===== src/rtl/serial_rx_pkg.sv =====
// Shared types and helpers for the serial receive controller.
// No logic of its own; zero latency.
// No flow control here; consumers apply their own backpressure.
package serial_rx_pkg;

  typedef enum logic [2:0] {
    IDLE,
    DATA,
    PARITY,
    STOP,
    ERR
  } rx_state_t;

  localparam int   DATA_BITS  = 8;
  localparam logic IDLE_LEVEL = 1'b1;

  // Increment that sticks at max instead of wrapping; callers pass
  // their own all-ones value so one helper serves any counter width.
  function automatic logic [31:0] sat_inc(input logic [31:0] val,
                                          input logic [31:0] max);
    return (val == max) ? val : val + 32'd1;
  endfunction

endpackage


===== src/rtl/serial_rx_ctrl_if.sv =====
// Byte delivery port between the receive controller and its consumer.
// Pure wiring; adds no latency.
// Consumer holds off delivery by keeping rd_ready low.
interface serial_rx_ctrl_if #(
  parameter int DEPTH = 4
);
  localparam int CW = $clog2(DEPTH) + 1;

  logic          rd_valid;
  logic          rd_ready;
  logic [7:0]    rd_data;
  logic [CW-1:0] fifo_count;

  modport master (output rd_valid, output rd_data, output fifo_count, input rd_ready);
  modport slave  (input rd_valid, input rd_data, input fifo_count, output rd_ready);
endinterface


===== src/rtl/serial_rx_fifo.sv =====
// Small synchronous FIFO holding received bytes.
// Push visible at the head one cycle after the write edge.
// A push into a full FIFO is accepted only if a pop frees a slot that cycle.
module serial_rx_fifo #(
  parameter int DEPTH = 4,
  parameter int WIDTH = 8
) (
  input  logic                     clk,
  input  logic                     reset,
  input  logic                     push,
  input  logic [WIDTH-1:0]         push_data,
  input  logic                     pop,
  output logic [WIDTH-1:0]         pop_data,
  output logic                     full,
  output logic                     empty,
  output logic [$clog2(DEPTH):0]   count
);
  localparam int AW = $clog2(DEPTH);
  localparam int CW = AW + 1;

  logic [WIDTH-1:0] mem [DEPTH];
  logic [AW-1:0]    wptr_q;
  logic [AW-1:0]    rptr_q;
  logic [CW-1:0]    count_q;
  logic             do_push;
  logic             do_pop;

  assign empty   = (count_q == '0);
  assign full    = (count_q == CW'(DEPTH));
  assign do_pop  = pop && !empty;
  assign do_push = push && (!full || do_pop);
  assign count   = count_q;
  assign pop_data = empty ? '0 : mem[rptr_q];

  // Storage array; contents need no reset because count gates the head.
  always_ff @(posedge clk) begin
    if (do_push) begin
      mem[wptr_q] <= push_data;
    end
  end

  // Pointers wrap naturally at DEPTH (power of two); count tracks occupancy.
  always_ff @(posedge clk) begin
    if (!reset) begin
      wptr_q  <= '0;
      rptr_q  <= '0;
      count_q <= '0;
    end else begin
      if (do_push) wptr_q <= wptr_q + 1'b1;
      if (do_pop)  rptr_q <= rptr_q + 1'b1;
      if (do_push && !do_pop)      count_q <= count_q + 1'b1;
      else if (do_pop && !do_push) count_q <= count_q - 1'b1;
    end
  end

endmodule


===== src/rtl/serial_rx_ctrl.sv =====
// Receives start/8 data/optional parity/stop frames and queues good bytes.
// Byte appears on rd_valid/rd_data the cycle after the stop bit is sampled.
// Consumer backpressure via rd_ready; a good frame arriving to a full FIFO is dropped and counted.
module serial_rx_ctrl
  import serial_rx_pkg::*;
#(
  parameter int DEPTH = 4,
  parameter int CNT_W = 8
) (
  input  logic              clk,
  input  logic              reset,
  input  logic              in,
  input  logic              en,
  input  logic              parity_en,
  input  logic              parity_odd,
  input  logic              clr_cnt,
  serial_rx_ctrl_if.master  rd,
  output logic              busy,
  output logic [CNT_W-1:0]  frame_err_cnt,
  output logic [CNT_W-1:0]  parity_err_cnt,
  output logic [CNT_W-1:0]  overrun_cnt
);
  localparam logic [CNT_W-1:0] CNT_MAX = '1;

  rx_state_t  state_q, state_d;
  logic [2:0] bit_idx_q;
  logic [7:0] shreg_q;
  logic       par_en_q;
  logic       par_odd_q;
  logic       par_err_q;
  logic       par_bad;

  logic       push;
  logic       pop;
  logic       fifo_full;
  logic       fifo_empty;
  logic       frame_err_inc;
  logic       par_err_inc;
  logic       overrun_inc;

  assign par_bad     = ((^shreg_q) ^ in) != par_odd_q;
  assign pop         = rd.rd_valid && rd.rd_ready;
  assign overrun_inc = push && fifo_full && !pop;
  assign rd.rd_valid = !fifo_empty;

  // State register.
  always_ff @(posedge clk) begin
    if (!reset) state_q <= IDLE;
    else        state_q <= state_d;
  end

  // Next-state and per-cycle strobes.
  always_comb begin
    state_d       = state_q;
    push          = 1'b0;
    frame_err_inc = 1'b0;
    par_err_inc   = 1'b0;
    busy          = (state_q != IDLE);
    case (state_q)
      IDLE: begin
        if (en && (in != IDLE_LEVEL)) state_d = DATA;
      end
      DATA: begin
        if (bit_idx_q == 3'(DATA_BITS - 1)) state_d = par_en_q ? PARITY : STOP;
      end
      PARITY: begin
        state_d = STOP;
      end
      STOP: begin
        if (in == IDLE_LEVEL) begin
          if (par_err_q) par_err_inc = 1'b1;
          else           push        = 1'b1;
          state_d = IDLE;
        end else begin
          // Bad stop bit dominates; any parity result for this frame is dropped.
          frame_err_inc = 1'b1;
          state_d       = ERR;
        end
      end
      ERR: begin
        if (in == IDLE_LEVEL) state_d = IDLE;
      end
      default: state_d = IDLE;
    endcase
  end

  // Frame datapath: config is captured at the start bit so mid-frame changes are ignored.
  always_ff @(posedge clk) begin
    if (!reset) begin
      bit_idx_q <= '0;
      shreg_q   <= '0;
      par_en_q  <= 1'b0;
      par_odd_q <= 1'b0;
      par_err_q <= 1'b0;
    end else begin
      case (state_q)
        IDLE: begin
          if (en && (in != IDLE_LEVEL)) begin
            bit_idx_q <= '0;
            par_en_q  <= parity_en;
            par_odd_q <= parity_odd;
            par_err_q <= 1'b0;
          end
        end
        DATA: begin
          shreg_q   <= {in, shreg_q[7:1]};
          bit_idx_q <= bit_idx_q + 1'b1;
        end
        PARITY: begin
          par_err_q <= par_bad;
        end
        default: ;
      endcase
    end
  end

  // Saturating error counters; clear beats a same-cycle increment.
  always_ff @(posedge clk) begin
    if (!reset || clr_cnt) begin
      frame_err_cnt  <= '0;
      parity_err_cnt <= '0;
      overrun_cnt    <= '0;
    end else begin
      if (frame_err_inc) frame_err_cnt  <= CNT_W'(sat_inc(32'(frame_err_cnt),  32'(CNT_MAX)));
      if (par_err_inc)   parity_err_cnt <= CNT_W'(sat_inc(32'(parity_err_cnt), 32'(CNT_MAX)));
      if (overrun_inc)   overrun_cnt    <= CNT_W'(sat_inc(32'(overrun_cnt),    32'(CNT_MAX)));
    end
  end

  serial_rx_fifo #(
    .DEPTH (DEPTH),
    .WIDTH (8)
  ) u_fifo (
    .clk       (clk),
    .reset     (reset),
    .push      (push),
    .push_data (shreg_q),
    .pop       (pop),
    .pop_data  (rd.rd_data),
    .full      (fifo_full),
    .empty     (fifo_empty),
    .count     (rd.fifo_count)
  );

endmodule


===== src/flat_wrapper.sv =====
// flat-port wrapper written by rule: the top's interface ports become plain ports
module serial_rx_ctrl_flat import serial_rx_pkg::*;
#(
  parameter int DEPTH = 4,
  parameter int CNT_W = 8
)
  (clk, reset, in, en, parity_en, parity_odd, clr_cnt, busy, frame_err_cnt, parity_err_cnt, overrun_cnt, rd_rd_valid, rd_rd_data, rd_fifo_count, rd_rd_ready);
  serial_rx_ctrl_if #(.DEPTH(DEPTH)) rd_i ();
  input  logic clk;
  input  logic reset;
  input  logic in;
  input  logic en;
  input  logic parity_en;
  input  logic parity_odd;
  input  logic clr_cnt;
  output logic busy;
  output logic [CNT_W-1:0] frame_err_cnt;
  output logic [CNT_W-1:0] parity_err_cnt;
  output logic [CNT_W-1:0] overrun_cnt;
  output wire logic [$bits(rd_i.rd_valid)-1:0] rd_rd_valid;
  output wire logic [$bits(rd_i.rd_data)-1:0] rd_rd_data;
  output wire logic [$bits(rd_i.fifo_count)-1:0] rd_fifo_count;
  input wire logic [$bits(rd_i.rd_ready)-1:0] rd_rd_ready;
  assign rd_rd_valid = rd_i.rd_valid;
  assign rd_rd_data = rd_i.rd_data;
  assign rd_fifo_count = rd_i.fifo_count;
  assign rd_i.rd_ready = rd_rd_ready;
  serial_rx_ctrl #(.DEPTH(DEPTH), .CNT_W(CNT_W)) u_core (.clk(clk), .reset(reset), .in(in), .en(en), .parity_en(parity_en), .parity_odd(parity_odd), .clr_cnt(clr_cnt), .rd(rd_i), .busy(busy), .frame_err_cnt(frame_err_cnt), .parity_err_cnt(parity_err_cnt), .overrun_cnt(overrun_cnt));
endmodule

===== config.mk =====
export PLATFORM = sky130hd
export DESIGN_NAME = serial_rx_ctrl_flat
export DESIGN_NICKNAME = d
export VERILOG_FILES = /design/src/rtl/serial_rx_pkg.sv /design/src/rtl/serial_rx_ctrl_if.sv /design/src/rtl/serial_rx_fifo.sv /design/src/rtl/serial_rx_ctrl.sv /design/src/flat_wrapper.sv
export SDC_FILE = /design/constraint.sdc
export NUM_CORES = 1
export LEC_CHECK = 0
export BUFFER_PORTS_ARGS = -buffer_cell sky130_fd_sc_hd__buf_2
export CORE_MARGIN = 1
export CORE_UTILIZATION = 30
export DETAILED_ROUTE_END_ITERATION = 10
export PLACE_DENSITY = 0.58
export SLEW_MARGIN = 20
export SYNTH_ARGS = -nofsm -noshare
export SYNTH_HDL_FRONTEND = slang
export SYNTH_SLANG_ARGS = --single-unit

===== constraint.sdc =====
create_clock -name clk -period 4.18 [get_ports clk]
set_clock_uncertainty 0.2 [all_clocks]
set_input_delay 0.836 -clock clk [delete_from_list [all_inputs] [get_ports clk]]
set_output_delay 0.836 -clock clk [all_outputs]
set_load 0.02 [all_outputs]

Word-level counts from Yosys, hierarchy flattened
Memories as Yosys holds them, arrays and structs flattened. A register that Yosys moved wholly into a read port is not among the register bits.
Index checks and enable logic that the tools add are counted.
{"block": "word_totals", "reg_bits": 48, "mem_bits_rw": 32, "in_bits": 8, "out_inout_bits": 37, "elab_cells": 94, "n_memories": 1}
{"name": "u_core.u_fifo.mem", "depth": 4, "width": 8, "rd": 1, "rd_clocked_by_memory_dff": 1, "wr": 1, "line": "serial_rx_fifo.sv:21", "rtl": "logic [WIDTH-1:0] mem [DEPTH];"}
{"block": "op_classes", "n_addsub": 8, "eq_ne": 13, "muxes": 25, "n_bitwise": 5, "reduce_logical": 30}
{"op": "$add 8x1->8 const B", "count": 3}
{"op": "$eq 8x8->1 const B", "count": 3}
{"op": "$mux 3", "count": 7}
{"op": "$pmux 3 s5", "count": 1}
{"op": "$mux 1", "count": 12}
{"op": "$reduce_and 2->1", "count": 6}
{"op": "$eq 3x3->1 const B", "count": 3}
{"op": "$logic_and 1x1->1", "count": 8}
{"op": "$mux 8", "count": 1}
{"op": "$reduce_xor 8->1", "count": 1}
{"op": "$add 3x1->3 const B", "count": 2}
{"op": "$eq 3x2->1 const B", "count": 2}
{"op": "$logic_not 1->1", "count": 6}
{"op": "$logic_not 3->1", "count": 2}
{"op": "$pmux 3 s2", "count": 1}
{"op": "$reduce_bool 2->1", "count": 3}
{"op": "$add 2x1->2 const B", "count": 2}
{"op": "$mux 2", "count": 2}
{"op": "$ne 2x1->1 const B", "count": 2}
{"op": "$not 1->1", "count": 4}
{"op": "$eq 3x1->1 const B", "count": 1}
{"op": "$reduce_and 3->1", "count": 1}
{"op": "$reduce_bool 3->1", "count": 1}
{"op": "$sub 3x1->3 const B", "count": 1}
{"op": "5 further kinds", "count": 6}

Depth between registers and ports, before layout
Gate-level depths: netlist of the first run.
{"block": "depth", "depth_word": 10, "ltp_mapped": 9, "depth_no_buf": 8}

Modules after synthesis
A second synthesis of the first run with hierarchy kept.
{"block": "unflattened", "hier_cells": 340, "hier_area_um2": 3806.2}
{"mod": "serial_rx_ctrl", "n_inst": 1, "cells_per_inst": 240, "area_per_inst_um2": 2083.2, "seq_area_each_um2": 820.8}
{"mod": "serial_rx_fifo", "n_inst": 1, "cells_per_inst": 100, "area_per_inst_um2": 1722.9, "seq_area_each_um2": 1141.1}

Least setup slack after synthesis of the first run
Ideal clock, no wire load.
{"block": "synth_timing", "path_type": "input port to flip-flop", "startpoint": "in in", "endpoint": "reg u_core.u_fifo.count_q[2], in the netlist u_core.u_fifo.count[2]", "setup_ns": 0.076, "t_arrival_ns": 2.807, "required_time_ns": 3.904, "path_slack_ns": 1.098, "path_stages": 9, "path_buffers": 1, "path_cell_list": "clkbuf_2 and4b_4 nor3b_2 ha_1 inv_1 fa_1 xor2_1 or3_1 a21boi_0"}
{"block": "synth_between", "elab_chain_cells": 6, "elab_cells_between_ends": 8, "classes_between": "3 x mux; 5 x reduce/logical"}
{"item": "start: declaration", "line": "flat_wrapper.sv:11", "rtl": "input logic in;"}
{"item": "$mux 1 (*)", "line": "serial_rx_ctrl.sv:70", "rtl": "if (in == IDLE_LEVEL) begin"}
{"item": "$mux 1 (*)", "line": "serial_rx_ctrl.sv:59", "rtl": "case (state_q)"}
{"item": "$logic_and 1x1->1 (*)", "line": "serial_rx_fifo.sv:31", "rtl": "assign do_push = push && (!full || do_pop);"}
{"item": "named net u_core.u_fifo.do_push", "line": "serial_rx_fifo.sv:25", "rtl": "logic do_push;"}
{"item": "$logic_not 1->1", "line": "serial_rx_fifo.sv:52", "rtl": "else if (do_pop && !do_push) count_q <= count_q - 1'b1;"}
{"item": "$logic_and 1x1->1", "line": "serial_rx_fifo.sv:52"}
{"item": "$reduce_bool 2->1 (no source line)"}
{"item": "end signal: assignment", "line": "serial_rx_fifo.sv:51", "rtl": "if (do_push && !do_pop) count_q <= count_q + 1'b1;"}
{"item": "end signal: assignment", "line": "serial_rx_fifo.sv:52"}
{"item": "end: declaration", "line": "serial_rx_fifo.sv:24", "rtl": "logic [CW-1:0] count_q;"}
Mark *: on every way through the listed nets, which the timed path passes. The rest lies on a longest branch.
A chain may end at the register's enable or synchronous reset.

Worst setup path in the final report of the first run
Same ends and word-level chain as after synthesis.

==> metrics list, run 1 <==
- Hold Path Cell Cnt: 2
* Portion of total power attributed to combinational logic: 18.4%
* Vias per Instance: 5.06
* Share of the synthesized area in the top cell type: a little over a quarter
* Number of ports placed on the die boundary: 45
* Wire per inst: 14.4 um
- From synthesis to final layout, the design area changed by 17.2%.
- In the layout the commonest cells are 50 x sky130_fd_sc_hd__dfxtp_1, 44 x sky130_fd_sc_hd__buf_2, 32 x sky130_fd_sc_hd__edfxtp_1, 23 x sky130_fd_sc_hd__a21oi_1, 18 x sky130_fd_sc_hd__and2_1.
- Headroom to the max-slew limit came out at 36.1%.
- Number of antenna violations at the first check in global routing: 0
* Register-to-Register Path Depth: 8
- Post-synth top area cell: sky130_fd_sc_hd__dfxtp_1
- Number of iterations in the first detailed-routing pass: 4
- Total global-route track usage: 12.1%
- For this run, asynchronously set or reset flops after synthesis account for 0%.
- In this run, the clock network consumes 37.8% of the power.
- In this design, the largest share of critical-path delay is due to simple AND/OR/NAND/NOR gates.
* Synthesized area divided by synthesized cell count: roughly 12 um2
- The worst setup path is launched from a primary input.
- Synth Net Count: 336
- Final net count: between 300 and 400
- Data on the critical path is required at its endpoint by approximately 4200 ps.
- The signal on the critical path passes through buf_2, and4b_4, nor3b_2, ha_1, inv_1, fa_1, xor2_1, or3_1, a21boi_0.
- TritonCTS built the clock tree.
- Hold Vio Cnt, Final: 0
- For this run, the top clock speed supported by timing is 331 MHz.
- The worst-case IR drop observed on VDD is 237 uV.
- Library cells used by synthesis: 50
- The run finished with clean final reports.
- In this run the number of H-tree levels came out at 3.
- For this configuration, the core starts out at a cell density of 30.9%.
- Cell type of the slowest stage on the worst timing path: sky130_fd_sc_hd__nor3b_2
* Final HPWL from detailed placement: around 5000 um
* Class of the most critical setup path: in2reg
* Total stage count of the critical path: 9
* Number of global-route vias before repair: 2,462
- Of all nets on the critical path, the largest fanout is 8.
- Synthesized instance count: ~320
- The filler cells instantiated in the layout total between 1,000 and 1,500.
* Fin Hold WS: about 290 ps
- Leading cell type in the layout, fill and taps excluded: sky130_fd_sc_hd__dfxtp_1
* Post-synth EDFFs: 32
- Data arrives at the worst endpoint at 3070 ps.
* Clock sink count: 82
- Pwr/cell area: ~470 nW/um2
- Final setup fails: 0
- PostCTS Resize Cnt: 0
- Cells fill 36.2% of the core in the end.
- Port buffering added 44 buffers.
* Leakage dissipation: 1.57 nW
- Net switching is 30.1% of the power.
- Final period demand of the worst path: just over 3000 ps
- In this run the horizontal extent of the chip is around 110 um.
- Die Span Y: 113 um
- Among all flip-flop cells after synthesis, the most frequent one is sky130_fd_sc_hd__dfxtp_1.
- The routed layout has 2,588 vias.
- Total global routing overflow: 0
* CTS Buf Count: 9
- The die covers 12,800 um2.
- Transition time at the pin with the least slew margin: 959 ps
- Net switching power: 0.617 mW
- After clock tree synthesis, the clock-pin slew on the worst setup and hold paths is 70 ps.
- Starting DRC count in detailed routing: between 100 and 150
* Syn. warnings: 0
- Cell internal power dissipation: 1.44 mW
* Post-synthesis register bit count: 82
- The worst setup path is captured at a flip-flop.
- Cell row count: 40
- Max-cap violations: 0
- Clock root buffer: sky130_fd_sc_hd__clkbuf_16
- In this run the worst hold path is classified as reg2reg.
* Antenna cells: 0
- The first global-routing pass estimated 12,200 um of wire.
- Residual DRC count: 0
* Delay of the slowest critical-path stage: 410 ps
* Maximum number of pins on one net before global-route repair: 27
* Post-Place Setup Slack: 834 ps
- Post-Route Setup TNS: 0 ps
- Routability congestion estimate: 0.741
- Dividing the final minimum period by the clock period gives 72.2%.
- Once detail routing completed, the nets flagged for antenna violations numbered 0.
- Sequential fraction of design power: 43.7%
- The clock reaches the later pin of the worst-skew pair after 340 ps.
- Synth area leaders: sky130_fd_sc_hd__dfxtp_1 27%, sky130_fd_sc_hd__edfxtp_1 26%, sky130_fd_sc_hd__mux4_2 4.9%, sky130_fd_sc_hd__mux2i_1 3.8%, sky130_fd_sc_hd__ha_1 3.4%
* Synth Cell Area: between 3000 and 4000 um2
- Detailed Route WL: 7380 um
- RSZ-0062 raised after global routing: false
- Number of buffers between clock root and the deepest sink: 2
- For this run, the register share of the synthesized area comes to 52.9%.
* Setup repair bufs after CTS: 0
- The core region is 12,000 um2.
- The post-route netlist has 20.6% of its cells at a drive strength greater than 1.
- Final WS setup: 1160 ps
- CP bufs+invs: 2
- The number of max-slew violations in the final report was 0.
- In this run, post-CTS hold repair placed 0 buffers.
-- sequential cells by signal, summed over array words and instances (netlist names), named ones only --
name / cells
u_core.shreg_q: 8
u_core.u_fifo.mem: 32
u_core.par_err_q: 1
u_core.frame_err_cnt: 8
u_core.u_fifo.count: 3
u_core.par_en_q: 1
u_core.bit_idx_q: 3
u_core.u_fifo.rptr_q: 2
u_core.par_odd_q: 1
u_core.overrun_cnt: 8
u_core.state_q: 3
u_core.parity_err_cnt: 8
u_core.u_fifo.wptr_q: 2
-- cell families (layout without fill, tap and decap cells) --
| family | count (synthesis) | count (layout) | share of synthesized area, % |
|---|---|---|---|
| xor gates and xnor gates | 14 | 14 | 3.68 |
| muxes | 22 | 22 | 8.64 |
| buffers and inverters | 25 | 72 | 3.00 |
| AOI/OAI and AO/OA | 57 | 57 | 9.92 |
| adders and majority gates | 11 | 11 | 3.91 |
| DFF | 82 | 82 | 52.9 |
| and+or+nand+nor | 106 | 106 | 17.9 |
-- tightest hold or removal path: cells and delay by family (launching register included) --
kind             cells  cell delay [ps]
flip-flops           1              330
AND/OR/NAND/NOR      1               60
AO/OA/AOI/OAI        1               50
-- routing by layer --
metal	share of wire, %	GRT usage (%)
met5	0	0
met1	47	15.3
met4	1.6	5.70
met2	48	19.6
met3	3.8	2.95
-- cell usage after synthesis, drive strengths merged (3+ instances only) --
| cell type | instances |
|---|---|
| dfxtp | 50 |
| edfxtp | 32 |
| a21oi | 23 |
| and2 | 18 |
| nor2b | 16 |
| mux2i | 14 |
| nand2 | 14 |
| o31ai | 12 |
| inv | 11 |
| or4 | 11 |
| xnor2 | 11 |
| ha | 10 |
| or3 | 10 |
| nand3 | 9 |
| clkbuf | 8 |
| mux4 | 8 |
| o21ai | 8 |
| buf | 6 |
| nand2b | 4 |
| nand4 | 4 |
| nand3b | 3 |
| nor2 | 3 |
-- stage by stage --
step | power [mW] | cell area [um2] | cells
floorplan | 1.19 | 3710 | 317
global placement | 1.30 | 4050 | 495
detailed placement | 1.30 | 4050 | 495
CTS | 2.08 | 4340 | 511
global route | 2.15 | 4350 | 511
finish | 2.05 | 4350 | 511
-- layout make-up --
cell class                      instances  area [um2]  area share [%]
Sequential cell                        82        1960            45.1
Clock buffer                            9         225            5.18
Inverter                               11        41.3           0.950
Clock inverter                          7        66.3            1.53
Multi-Input combinational cell        210        1640            37.7
Tap cell                              147         184            4.23
Timing Repair Buffer                   45         228            5.24
-- worst paths after layout --
| kind | start | end | slack, ps |
|---|---|---|---|
| max | in | u_core.u_fifo.count[2]$_SDFFE_PN0P_ | 1160 |
| min | u_core.parity_err_cnt[1]$_SDFFE_PP0P_ | u_core.parity_err_cnt[1]$_SDFFE_PP0P_ | 290 |
| max reg2reg | u_core.state_q[1]$_SDFFE_PN0P_ | u_core.u_fifo.count[2]$_SDFFE_PN0P_ | 1310 |
| min reg2reg | u_core.parity_err_cnt[1]$_SDFFE_PP0P_ | u_core.parity_err_cnt[1]$_SDFFE_PP0P_ | 290 |
-- power groups by stage --
stage	Sequential [mW]	Clock (mW)	Combinational, mW
after global placement	0.917	0	0.379
after CTS	0.901	0.794	0.387
after floorplan	0.906	0	0.283
after detailed placement	0.918	0	0.386
final	0.898	0.777	0.378
after global routing	0.906	0.824	0.417
Note: power is estimated with default switching activity, not from simulation.
==> run 2: changes to the inputs <==
PLACE_DENSITY = 0.59   (was 0.58)
clock period = 2.7 ns   (was 4.18 ns; I/O delays follow)
==> metrics list, run 2 (same netlist as run 1, synthesis figures left out) <==
* Wire length of the first global-routing pass: around 12,000 um
* Most used cells in the layout excluding fill and tap cells: 50 x sky130_fd_sc_hd__dfxtp_1, 44 x sky130_fd_sc_hd__buf_2, 32 x sky130_fd_sc_hd__edfxtp_1, 23 x sky130_fd_sc_hd__a21oi_1, 18 x sky130_fd_sc_hd__and2_1
* Number of iterations in the first detailed-routing pass: 4
- In this run the power density over the cells is 721 nW/um2.
- Final HPWL from detailed placement: 5010 um
- Entering global routing, the biggest net connects 26 pins.
* Die Span Y: 113 um
- For this run, the share of the core covered by cells in the final layout is a little under two fifths.
* Routability congestion estimate: 0.764
- At the worst endpoint, the required time is 2760 ps.
- Row generation in the floorplan step produced 40 rows.
- Across the run, the number of max-cap violations was 0.
* Final net count: 390
* Capturing element type of the critical path: flip-flop
- Startpoint of the worst hold path: parity_odd
- DR vias: between 2,000 and 3,000
- Number of flip-flops under the largest register name: 32
- The number of global-route vias before repair is 2,541.
- Largest voltage drop on the vdd net: between 300 and 400 uV
* Starting Density: 30.9%
- Global routing used roughly 12% of the available tracks across all layers.
- Cells with a size suffix above 1 make up 23.1% of the layout.
* Clock input transition at the sequential cells of the worst setup and hold paths: 70 ps
* Detailed Route WL: 7340 um
- Transition time at the pin with the least slew margin: 499 ps
- Count of buffers inserted at the top-level ports: 44
- Clock latency on the worst-skew pair, taken at its later pin, is about 340 ps.
- Number of instances in the placed design: 507
- RR Startpoint: u_core.u_fifo.count[0]$_SDFFE_PN0P_
- Tot Pwr: between 3 and 4 mW
- Final period demand of the worst path: ~2500 ps
- Summed over all failing endpoints, the final setup total negative slack is 0 ps.
* Synth-to-layout area growth: 19.7%
- Counting the buffers created by CTS gives 9.
- Leading cell type in the layout, fill and taps excluded: sky130_fd_sc_hd__dfxtp_1
* Register-to-Register Path Depth: 8
- The die covers 12,800 um2.
- Final Non-Filler Cells: 523
- Signal arrival time at the worst endpoint: around 2500 ps
- HP Class: in2reg
- Of all nets on the critical path, the largest fanout is 5.
- The detailed router finished its first iteration with 103 violations.
* Number of max-slew violations in the final report: 0
- Quantity of hold-fixing buffers added after cts: 0
- Hold Vio Cnt, Final: 0
* Vias per Instance: roughly 5
- Capture point of the worst reg-to-reg path: u_core.u_fifo.count[2]$_SDFFE_PN0P_
- For this run, the top clock speed supported by timing is 406 MHz.
* Class of the most critical setup path: reg2reg
- Final clock period utilization by the worst path: 91.3%
* Relative slew margins: roughly 66%
- The flow ran to the end, and the final reports show no timing, DRC or antenna violations.
- The detail route stage leaves a number of antenna-violating nets equal to 0.
- Setup violations remaining at the end of the flow were counted as 0.
* Chip width: about 110 um
- In this run the static leakage power is roughly 1.6 nW.
- Clock sink count: 82
- PostCTS Resize Cnt: 0
- Hold Path Cell Cnt: 3
* Worst reg2reg setup slack: roughly 240 ps
- Reg with most FFs: u_core.u_fifo.mem
* Startpoint Class: flip-flop
* Terminating pin of the worst hold path: u_core.par_odd_q$_SDFFE_PN0P_
- After detailed routing, the average wire length per cell comes to 14.0 um.
- Clock tree synthesis selected as its root buffer the cell sky130_fd_sc_hd__clkbuf_16.
- Once the clock tree was built, the setup fixing pass inserted 0 buffers.
- Setup repair after global routing left no endpoint under its margin.
- The repair_antennas step left the layout with diodes totalling 0.
* Number of levels in the clock H-tree: 3
- Residual DRC count: 0
- Clock tree from TritonCTS: done
- Number of antenna violations at the first check in global routing: 0
* Area of the core region: 12,000 um2
- Counting along the longest clock path gives a buffer depth of 2.
* Total global routing overflow: 0
* Number of ports placed on the die boundary: 45
## run 2: cell types whose count changed in the layout (fill, tap and decap cells not counted)
| cell | previous run | this run |
|---|---|---|
| sky130_fd_sc_hd__nor3b_2 | 1 | 0 |
| sky130_fd_sc_hd__ha_2 | 0 | 1 |
| sky130_fd_sc_hd__nor3_2 | 1 | 0 |
| sky130_fd_sc_hd__nor3_1 | 1 | 2 |
| sky130_fd_sc_hd__ha_1 | 10 | 9 |
| sky130_fd_sc_hd__buf_4 | 1 | 13 |
| sky130_fd_sc_hd__nor3b_4 | 0 | 1 |
## run 2: worst max-delay path, stage by stage (launching register included)
cell and delay, ps:
sky130_fd_sc_hd__dfxtp_1 380, sky130_fd_sc_hd__or3_1 420, sky130_fd_sc_hd__nand2_1 140, sky130_fd_sc_hd__ha_2 190, sky130_fd_sc_hd__inv_1 50, sky130_fd_sc_hd__fa_1 360, sky130_fd_sc_hd__xor2_1 160, sky130_fd_sc_hd__or3_1 310
sky130_fd_sc_hd__a21boi_0 180
## run 2: layer usage
| layer | track usage (%) | vias to the layer above | routed length (um) |
|---|---|---|---|
| met1 | 15.4 | 1255 | 3510 |
| met5 | 0 | - | 0 |
| met4 | 3.68 | 0 | 75 |
| li1 | - | 1292 | - |
| met3 | 3.70 | 8 | 316 |
| met2 | 20.3 | 48 | 3440 |
## run 2: power breakdown
group          switching [mW]  internal (mW)  total, mW
Combinational           0.354          0.293      0.647
Sequential             0.0499           1.32       1.37
Clock                   0.541          0.649       1.19
Total                   0.945           2.26       3.20
## run 2: how the worst max path moves through the flow
| stage | from | to | slack [ps] | cells after the start |
|---|---|---|---|---|
| after global placement | in | u_core.u_fifo.count[2]$_SDFFE_PN0P_ | 100 | 9 |
| after floorplan | in | u_core.u_fifo.count[2]$_SDFFE_PN0P_ | 10 | 9 |
| final | u_core.u_fifo.count[0]$_SDFFE_PN0P_ | u_core.u_fifo.count[2]$_SDFFE_PN0P_ | 240 | 8 |
| after detailed placement | in | u_core.u_fifo.count[2]$_SDFFE_PN0P_ | 10 | 9 |
| after CTS | flip-flop | rd_rd_data[7] | 230 | 4 |
| after global routing | u_core.u_fifo.count[0]$_SDFFE_PN0P_ | u_core.u_fifo.count[2]$_SDFFE_PN0P_ | 80 | 8 |
## run 2: metrics by stage
step                      setup slack, ps  cell area, um2  hold slack, ps
after global placement               97.5            4150             267
after CTS                             227            4440             250
after floorplan                      9.52            3730             286
after detailed placement             14.7            4150             286
final                                 236            4440             259
after global routing                 80.7            4440             269
## run 2: final cells by class
type | instances | area [um2]
fillers | 1188 | 7570
well taps | 147 | 184
repair buffers | 57 | 318
multi-input cells | 210 | 1640
inverters | 11 | 41.3
flip-flops and latches | 82 | 1960
clock inverters | 7 | 66.3
clock buffers | 9 | 225
